**src/rtl/eth_helper_pkg.sv**
```systemverilog
// Shared definitions for the Ethernet helper link B-channel path.
// Contents:
//   B_TAG              channel tag that marks a stream word as a write response
//   BRESP_LSB, BID_LSB field offsets inside a stream word
//   TAG_WIDTH          width of the channel tag held in the top bits of a word
//   resp_e             AXI response codes
//   buser_lsb()        offset of BUSER, which follows BID
//   tag_lsb()          offset of the tag, which sits in the top bits of a word
package eth_helper_pkg;

    localparam logic [3:0] B_TAG     = 4'h4;
    localparam int         BRESP_LSB = 0;
    localparam int         BID_LSB   = 2;
    localparam int         TAG_WIDTH = 4;

    typedef enum logic [1:0] {
        OKAY   = 2'd0,
        EXOKAY = 2'd1,
        SLVERR = 2'd2,
        DECERR = 2'd3
    } resp_e;

    function automatic int buser_lsb(input int id_width);
        return BID_LSB + id_width;
    endfunction

    function automatic int tag_lsb(input int data_width);
        return data_width - TAG_WIDTH;
    endfunction

endpackage

```
**src/rtl/stream_to_axi_b_if.sv**
```systemverilog
// Bundles the inbound stream and the outbound AXI B channel of stream_to_axi_b.
// Signals:
//   s_valid, s_data, s_ready                 inbound stream handshake and word
//   AXIM_bid, AXIM_bresp, AXIM_buser         regenerated write response fields
//   AXIM_bvalid, AXIM_bready                 AXI B handshake
// Modports:
//   master  the forwarder itself (sinks the stream, masters the B channel)
//   slave   the surrounding logic (sources the stream, accepts responses)
interface stream_to_axi_b_if #(
    parameter int DATA_WIDTH = 128,
    parameter int ID_WIDTH   = 32,
    parameter int USER_WIDTH = 64
) ();

    logic                  s_valid;
    logic [DATA_WIDTH-1:0] s_data;
    logic                  s_ready;

    logic [ID_WIDTH-1:0]   AXIM_bid;
    logic [1:0]            AXIM_bresp;
    logic [USER_WIDTH-1:0] AXIM_buser;
    logic                  AXIM_bvalid;
    logic                  AXIM_bready;

    modport master (
        input  s_valid, s_data, AXIM_bready,
        output s_ready, AXIM_bid, AXIM_bresp, AXIM_buser, AXIM_bvalid
    );

    modport slave (
        output s_valid, s_data, AXIM_bready,
        input  s_ready, AXIM_bid, AXIM_bresp, AXIM_buser, AXIM_bvalid
    );

endinterface

```
**src/rtl/stream_to_axi_b_sync_fifo.sv**
```systemverilog
// sync_fifo: single-clock first-word-fall-through FIFO.
// Ports:
//   clk, reset   clock and synchronous active-high reset
//   push, push_data  write request and data (ignored while full)
//   pop          read request (ignored while empty)
//   head         oldest entry, forced to zero while empty
//   full, empty  occupancy flags, derived from registered pointers only
//   fill         number of stored entries
module sync_fifo #(
    parameter int WIDTH = 8,
    parameter int DEPTH = 4
) (
    input  logic                     clk,
    input  logic                     reset,
    input  logic                     push,
    input  logic [WIDTH-1:0]         push_data,
    input  logic                     pop,
    output logic [WIDTH-1:0]         head,
    output logic                     full,
    output logic                     empty,
    output logic [$clog2(DEPTH):0]   fill
);

    localparam int AW = $clog2(DEPTH);

    logic [WIDTH-1:0] mem [DEPTH];
    logic [AW:0]      wr_ptr;
    logic [AW:0]      rd_ptr;
    logic             do_push;
    logic             do_pop;

    assign do_push = push && !full;
    assign do_pop  = pop && !empty;

    // Pointers carry one extra wrap bit so full and empty can be told apart
    // when the index bits are equal.
    always_ff @(posedge clk) begin
        if (reset) begin
            wr_ptr <= '0;
            rd_ptr <= '0;
        end else begin
            if (do_push)
                wr_ptr <= wr_ptr + (AW+1)'(1);
            if (do_pop)
                rd_ptr <= rd_ptr + (AW+1)'(1);
        end
    end

    always_ff @(posedge clk) begin
        if (do_push)
            mem[wr_ptr[AW-1:0]] <= push_data;
    end

    assign empty = (wr_ptr == rd_ptr);
    assign full  = (wr_ptr[AW] != rd_ptr[AW]) && (wr_ptr[AW-1:0] == rd_ptr[AW-1:0]);
    assign fill  = wr_ptr - rd_ptr;

    // Storage is not reset, so the head is masked to keep outputs at zero
    // whenever nothing is buffered.
    assign head = empty ? '0 : mem[rd_ptr[AW-1:0]];

endmodule

```
**src/rtl/stream_to_axi_b.sv**
```systemverilog
// stream_to_axi_b: regenerates AXI write responses from tagged stream words.
// Ports:
//   clk, reset   clock and synchronous active-high reset
//   bus          stream sink plus AXI B master (stream_to_axi_b_if.master)
//   fill         number of buffered responses
//   drop         one-cycle pulse after a word with a foreign tag was consumed
//   drop_count   saturating count of consumed foreign-tag words
module stream_to_axi_b
    import eth_helper_pkg::*;
#(
    parameter int DATA_WIDTH = 128,
    parameter int ID_WIDTH   = 32,
    parameter int USER_WIDTH = 64,
    parameter int FIFO_DEPTH = 4
) (
    input  logic                          clk,
    input  logic                          reset,
    stream_to_axi_b_if.master             bus,
    output logic [$clog2(FIFO_DEPTH):0]   fill,
    output logic                          drop,
    output logic [15:0]                   drop_count
);

    localparam int ENTRY_W   = ID_WIDTH + 2 + USER_WIDTH;
    localparam int BUSER_LSB = buser_lsb(ID_WIDTH);
    localparam int TAG_LSB   = tag_lsb(DATA_WIDTH);

    if (ID_WIDTH + USER_WIDTH + 6 > DATA_WIDTH) begin : g_bad_layout
        $error("stream_to_axi_b: DATA_WIDTH too small for BID, BRESP, BUSER and tag");
    end

    if (FIFO_DEPTH < 2 || FIFO_DEPTH > 16 || (FIFO_DEPTH & (FIFO_DEPTH - 1)) != 0) begin : g_bad_depth
        $error("stream_to_axi_b: FIFO_DEPTH must be a power of two between 2 and 16");
    end

    logic               running;
    logic [3:0]         tag;
    logic               accept;
    logic               push;
    logic               bad_word;
    logic               pop;
    logic               full;
    logic               empty;
    logic [ENTRY_W-1:0] push_entry;
    logic [ENTRY_W-1:0] head;
    logic               unused_data;

    // Holds s_ready low while reset is applied and releases it on the first
    // clock after reset drops, without any combinational path from reset.
    always_ff @(posedge clk) begin
        if (reset)
            running <= 1'b0;
        else
            running <= 1'b1;
    end

    assign tag          = bus.s_data[TAG_LSB +: TAG_WIDTH];
    assign bus.s_ready  = running && !full;
    assign accept       = bus.s_valid && bus.s_ready;
    assign push         = accept && (tag == B_TAG);
    assign bad_word     = accept && (tag != B_TAG);
    assign pop          = bus.AXIM_bvalid && bus.AXIM_bready;
    assign unused_data  = ^bus.s_data;

    assign push_entry = {bus.s_data[BID_LSB +: ID_WIDTH],
                         bus.s_data[BRESP_LSB +: 2],
                         bus.s_data[BUSER_LSB +: USER_WIDTH]};

    sync_fifo #(
        .WIDTH (ENTRY_W),
        .DEPTH (FIFO_DEPTH)
    ) u_fifo (
        .clk       (clk),
        .reset     (reset),
        .push      (push),
        .push_data (push_entry),
        .pop       (pop),
        .head      (head),
        .full      (full),
        .empty     (empty),
        .fill      (fill)
    );

    assign {bus.AXIM_bid, bus.AXIM_bresp, bus.AXIM_buser} = head;
    assign bus.AXIM_bvalid = !empty;

    // Foreign-tag words are swallowed; the counter sticks at all-ones.
    always_ff @(posedge clk) begin
        if (reset) begin
            drop       <= 1'b0;
            drop_count <= '0;
        end else begin
            drop <= bad_word;
            if (bad_word && drop_count != 16'hFFFF)
                drop_count <= drop_count + 16'd1;
        end
    end

endmodule

```
**src/flat_wrapper.sv**
```systemverilog
// flat-port wrapper written by rule: the top's interface ports become plain ports
module stream_to_axi_b_flat import eth_helper_pkg::*;
#(
    parameter int DATA_WIDTH = 128,
    parameter int ID_WIDTH   = 32,
    parameter int USER_WIDTH = 64,
    parameter int FIFO_DEPTH = 4
)
  (clk, reset, fill, drop, drop_count, bus_s_valid, bus_s_data, bus_AXIM_bready, bus_s_ready, bus_AXIM_bid, bus_AXIM_bresp, bus_AXIM_buser, bus_AXIM_bvalid);
  stream_to_axi_b_if #(.DATA_WIDTH(DATA_WIDTH), .ID_WIDTH(ID_WIDTH), .USER_WIDTH(USER_WIDTH)) bus_i ();
  input  logic clk;
  input  logic reset;
  output logic [$clog2(FIFO_DEPTH):0] fill;
  output logic drop;
  output logic [15:0] drop_count;
  input wire logic [$bits(bus_i.s_valid)-1:0] bus_s_valid;
  input wire logic [$bits(bus_i.s_data)-1:0] bus_s_data;
  input wire logic [$bits(bus_i.AXIM_bready)-1:0] bus_AXIM_bready;
  output wire logic [$bits(bus_i.s_ready)-1:0] bus_s_ready;
  output wire logic [$bits(bus_i.AXIM_bid)-1:0] bus_AXIM_bid;
  output wire logic [$bits(bus_i.AXIM_bresp)-1:0] bus_AXIM_bresp;
  output wire logic [$bits(bus_i.AXIM_buser)-1:0] bus_AXIM_buser;
  output wire logic [$bits(bus_i.AXIM_bvalid)-1:0] bus_AXIM_bvalid;
  assign bus_i.s_valid = bus_s_valid;
  assign bus_i.s_data = bus_s_data;
  assign bus_i.AXIM_bready = bus_AXIM_bready;
  assign bus_s_ready = bus_i.s_ready;
  assign bus_AXIM_bid = bus_i.AXIM_bid;
  assign bus_AXIM_bresp = bus_i.AXIM_bresp;
  assign bus_AXIM_buser = bus_i.AXIM_buser;
  assign bus_AXIM_bvalid = bus_i.AXIM_bvalid;
  stream_to_axi_b #(.DATA_WIDTH(DATA_WIDTH), .ID_WIDTH(ID_WIDTH), .USER_WIDTH(USER_WIDTH), .FIFO_DEPTH(FIFO_DEPTH)) u_core (.clk(clk), .reset(reset), .bus(bus_i), .fill(fill), .drop(drop), .drop_count(drop_count));
endmodule
```
**config.mk**
```make
export PLATFORM = sky130hd
export DESIGN_NAME = stream_to_axi_b_flat
export DESIGN_NICKNAME = d
export VERILOG_FILES = /design/src/rtl/eth_helper_pkg.sv /design/src/rtl/stream_to_axi_b_if.sv /design/src/rtl/stream_to_axi_b_sync_fifo.sv /design/src/rtl/stream_to_axi_b.sv /design/src/flat_wrapper.sv
export SDC_FILE = /design/constraint.sdc
export NUM_CORES = 1
export LEC_CHECK = 0
export CAP_MARGIN = 10
export CELL_PAD_IN_SITES_DETAIL_PLACEMENT = 0
export CELL_PAD_IN_SITES_GLOBAL_PLACEMENT = 1
export CORE_ASPECT_RATIO = 1.5
export CORE_MARGIN = 1.5
export CORE_UTILIZATION = 30
export CTS_BUF_LIST = sky130_fd_sc_hd__clkbuf_8 sky130_fd_sc_hd__clkbuf_16
export DETAILED_ROUTE_END_ITERATION = 8
export PLACE_DENSITY = 0.54
export SYNTH_ARGS = -nofsm -noshare
export SYNTH_HDL_FRONTEND = slang
export SYNTH_SLANG_ARGS = --single-unit
```
**constraint.sdc**
```tcl
create_clock -name clk -period 11.4 [get_ports clk]
set_input_delay 2.28 -clock clk [delete_from_list [all_inputs] [get_ports clk]]
set_output_delay 2.28 -clock clk [all_outputs]
set_load 0.005 [all_outputs]
```
==> results.py <==
metrics = {
    "placement": {
        "placed_cells": 1662,
        "gp_routability_congestion": 0.666,
        "dp_hpwl_mm": 21.1,
        "io_buffers": 225,
    },
    "grt": {
        "grt_pass1_vias": 8888,
        "overflow": 0,
        "grt_max_degree": 58,
        "antenna_found_initial": 4,
        "track_usage_pct": 13.4,
        "grt_pass1_wl_mm": 55.1,
    },
    "sta": {
        "skew_ps": 17.0,
        "fmax_ghz": 0.174,
        "period_share_pct": 50.5,
        "hold_viol": 0,
        "worst_pin_slew_ps": 1170,
        "drv_slew": 0,
        "relSlewSlack_pct": 21.7,
        "rsz0062_at_grt": "false",
        "period_needed_ps": 5760,
        "finalSetupViolations": 0,
        "setup_tns_ps": 0,
    },
    "clocking": {
        "cts-root-buf": "clkbuf_16",
        "clk_path_buf_depth": 3,
        "clk_latency_ps": 550,
        "path_clk_slew_ps": 60,
        "cts-resized-gates": 0,
        "cts_hold_buffers": 0,
        "post_cts_buffers": 0,
        "clkSinkCount": 418,
        "cts_tree": "built",
        "numCtsBuffers": 44,
        "h-tree-depth": 2,
    },
    "critical_path": {
        "r2r_slack_ps": 8020,
        "cp-start-kind": "flop",
        "endpoint_kind": "primary output",
        "critPathMaxFanout": 40,
        "slowest_delay_ps": 920,
        "crit_slowest_cell": "dfxtp_4",
        "worstPathRequired_ps": 9120,
        "worstSetupPathType": "flop to primary output",
        "path_buf_inv": 2,
        "crit_family": "buffers and inverters",
        "crit_chain": "buf_4 -> mux4_2 -> and2_1 -> clkdlybuf4s50_1",
        "crit_arrival_ps": 3480,
    },
    "pwr": {
        "seqPwrFrac_pct": 51.4,
        "total_power_mw": 3.27,
        "peakVddDrop_mv": 0.106,
        "power.internal_mw": 2.64,
        "swShare_pct": 19.3,
        "powerDensity_nw_per_um2": 157,
        "netSwitchingPower_mw": 0.631,
        "p_leak_nw": 6.51,
        "p_clk_share_pct": 45.5,
        "p_comb_share_pct": 3.0,
    },
    "min_path": {
        "min_path_type": "flop to flop",
    },
    "routing": {
        "vias": 8099,
        "wl_mm": 37.1,
        "drt_iter0_markers": 468,
        "drc": 0,
        "final_antenna_net_count": 0,
        "via_per_inst": 4.65,
        "dr.pass1.iters": 4,
        "post_drt_wl_per_cell_um": 21.3,
    },
    "synthesis": {
        "synth_edf_count": 392,
        "synth_cell_types": 42,
        "avgSynthCellArea_um2": 20.8,
        "synthTopCellsByCount": "edfxtp_1, and2_1, mux4_2",
        "synth_most_common_cell": "edfxtp_1",
        "synthCells": 779,
        "synth_top_cell_by_area": "edfxtp_1",
        "yosysTopAreaCellShare_pct": 72.5,
        "syn_nets": 920,
        "synth-seq-area-share_pct": 75.7,
        "ys.warnings.count": 0,
        "ys_seq_elements": 418,
        "synthArstFlopShare_pct": 0,
        "syn_area_um2": 16200,
        "synth_area_leaders": "edfxtp_1, mux4_2, and2_1",
        "synthFlopType": "edfxtp_1",
    },
    "layout": {
        "drive_above_1_share_pct": 18.3,
        "area_delta_synth_final_pct": 28.0,
        "antennaDiodeCount": 0,
        "filler_cell_count": 4944,
        "final_nets": 1160,
        "stdcell_count": 1741,
    },
    "floorplan": {
        "die_y_um": 288,
        "die-area_um2": 55600,
        "fp.dieW_um": 193,
        "ioPinCount": 252,
        "initial_core_util_pct": 30.3,
        "core_area_um2": 53600,
        "std_cell_rows": 104,
    },
    "job": {
        "drv_cap": 0,
    },
    "outcome": {
        "status": "completed",
    },
}
## cell usage in the layout, fill, tap and decap left out, drive strengths merged, types with 8 or more instances in the layout
cell,synthesis,layout
nor2b,9,9
mux4,98,98
inv,7,18
clkinv,0,11
buf,21,9
mux2,9,9
clkdlybuf4s50,0,225
nor2,17,17
ha,8,8
and2,102,102
clkbuf,19,47
nand3,9,9
dfxtp,26,26
edfxtp,392,392
## final cells by class
class                      instances  area (um^2)  area share (%)
clock buffer                      47         1180            5.66
timing repair buffer             234         2320            11.2
multi-input combinational        314         3760            18.1
tap                              689          862            4.15
inverter                           7         26.3           0.126
sequential                       418        12300            59.2
clock inverter                    32          343            1.65
## flip-flops by register name (all words and copies together), names as in the netlist, named ones only
register,flops
u_core.drop,1
u_core.drop_count,16
u_core.running,1
u_core.u_fifo.mem,392
u_core.u_fifo.rd_ptr,3
u_core.u_fifo.wr_ptr,3
## final timing paths
kind,from,cells past startpoint,end
setup / recovery,flop,4,bus_AXIM_buser[59]
hold / removal,u_core.drop_count[10],2,u_core.drop_count[10]
setup reg to reg,u_core.u_fifo.wr_ptr[0],5,u_core.u_fifo.mem[3][80]
hold reg to reg,u_core.drop_count[10],2,u_core.drop_count[10]
## worst reg2reg max path, stage by stage (launching register included)
cell and delay, ps:
dfxtp_1 390, inv_1 110, ha_1 410, a311oi_4 440, and2_4 760, buf_4 820
## cell families (layout without fill, tap and decap cells)
group	count (synthesis)	count (layout)	share of synthesized area (%)
DFF	418	418	75.7
and+or+nand+nor	169	169	6.61
muxes	109	109	14.3
buffers and inverters	47	320	1.31
AOI/OAI and AO/OA	21	21	0.955
adders and majority gates	9	9	0.740
xor gates and xnor gates	6	6	0.370
## metrics by stage
stage               hold WS (ps)  cell area, um^2  setup slack (ps)  util, %
finish                       507            20800              5640     38.8
floorplan                    485            16200              5300        -
global placement             498            19300              5470     35.9
CTS                          511            20800              5420     38.8
global route                 548            20800              5270     38.8
detailed placement           499            19300              5470     35.9
## power groups by stage
stage,clock network [mW],logic [mW],registers (mW)
floorplan,0,0.0293,1.71
CTS,1.54,0.102,1.68
global route,1.59,0.109,1.68
finish,1.49,0.0997,1.68
global placement,0,0.0992,1.72
detailed placement,0,0.102,1.72
## per-layer routing
metal	vias up	share of wire (%)	track usage [%]
met1	4227	39	15.6
met5	-	0.14	0
met3	55	5.4	3.17
met2	189	53	24.4
met4	8	2.0	3.85
li1	3620	-	-
(Power assumes the default switching activity.)
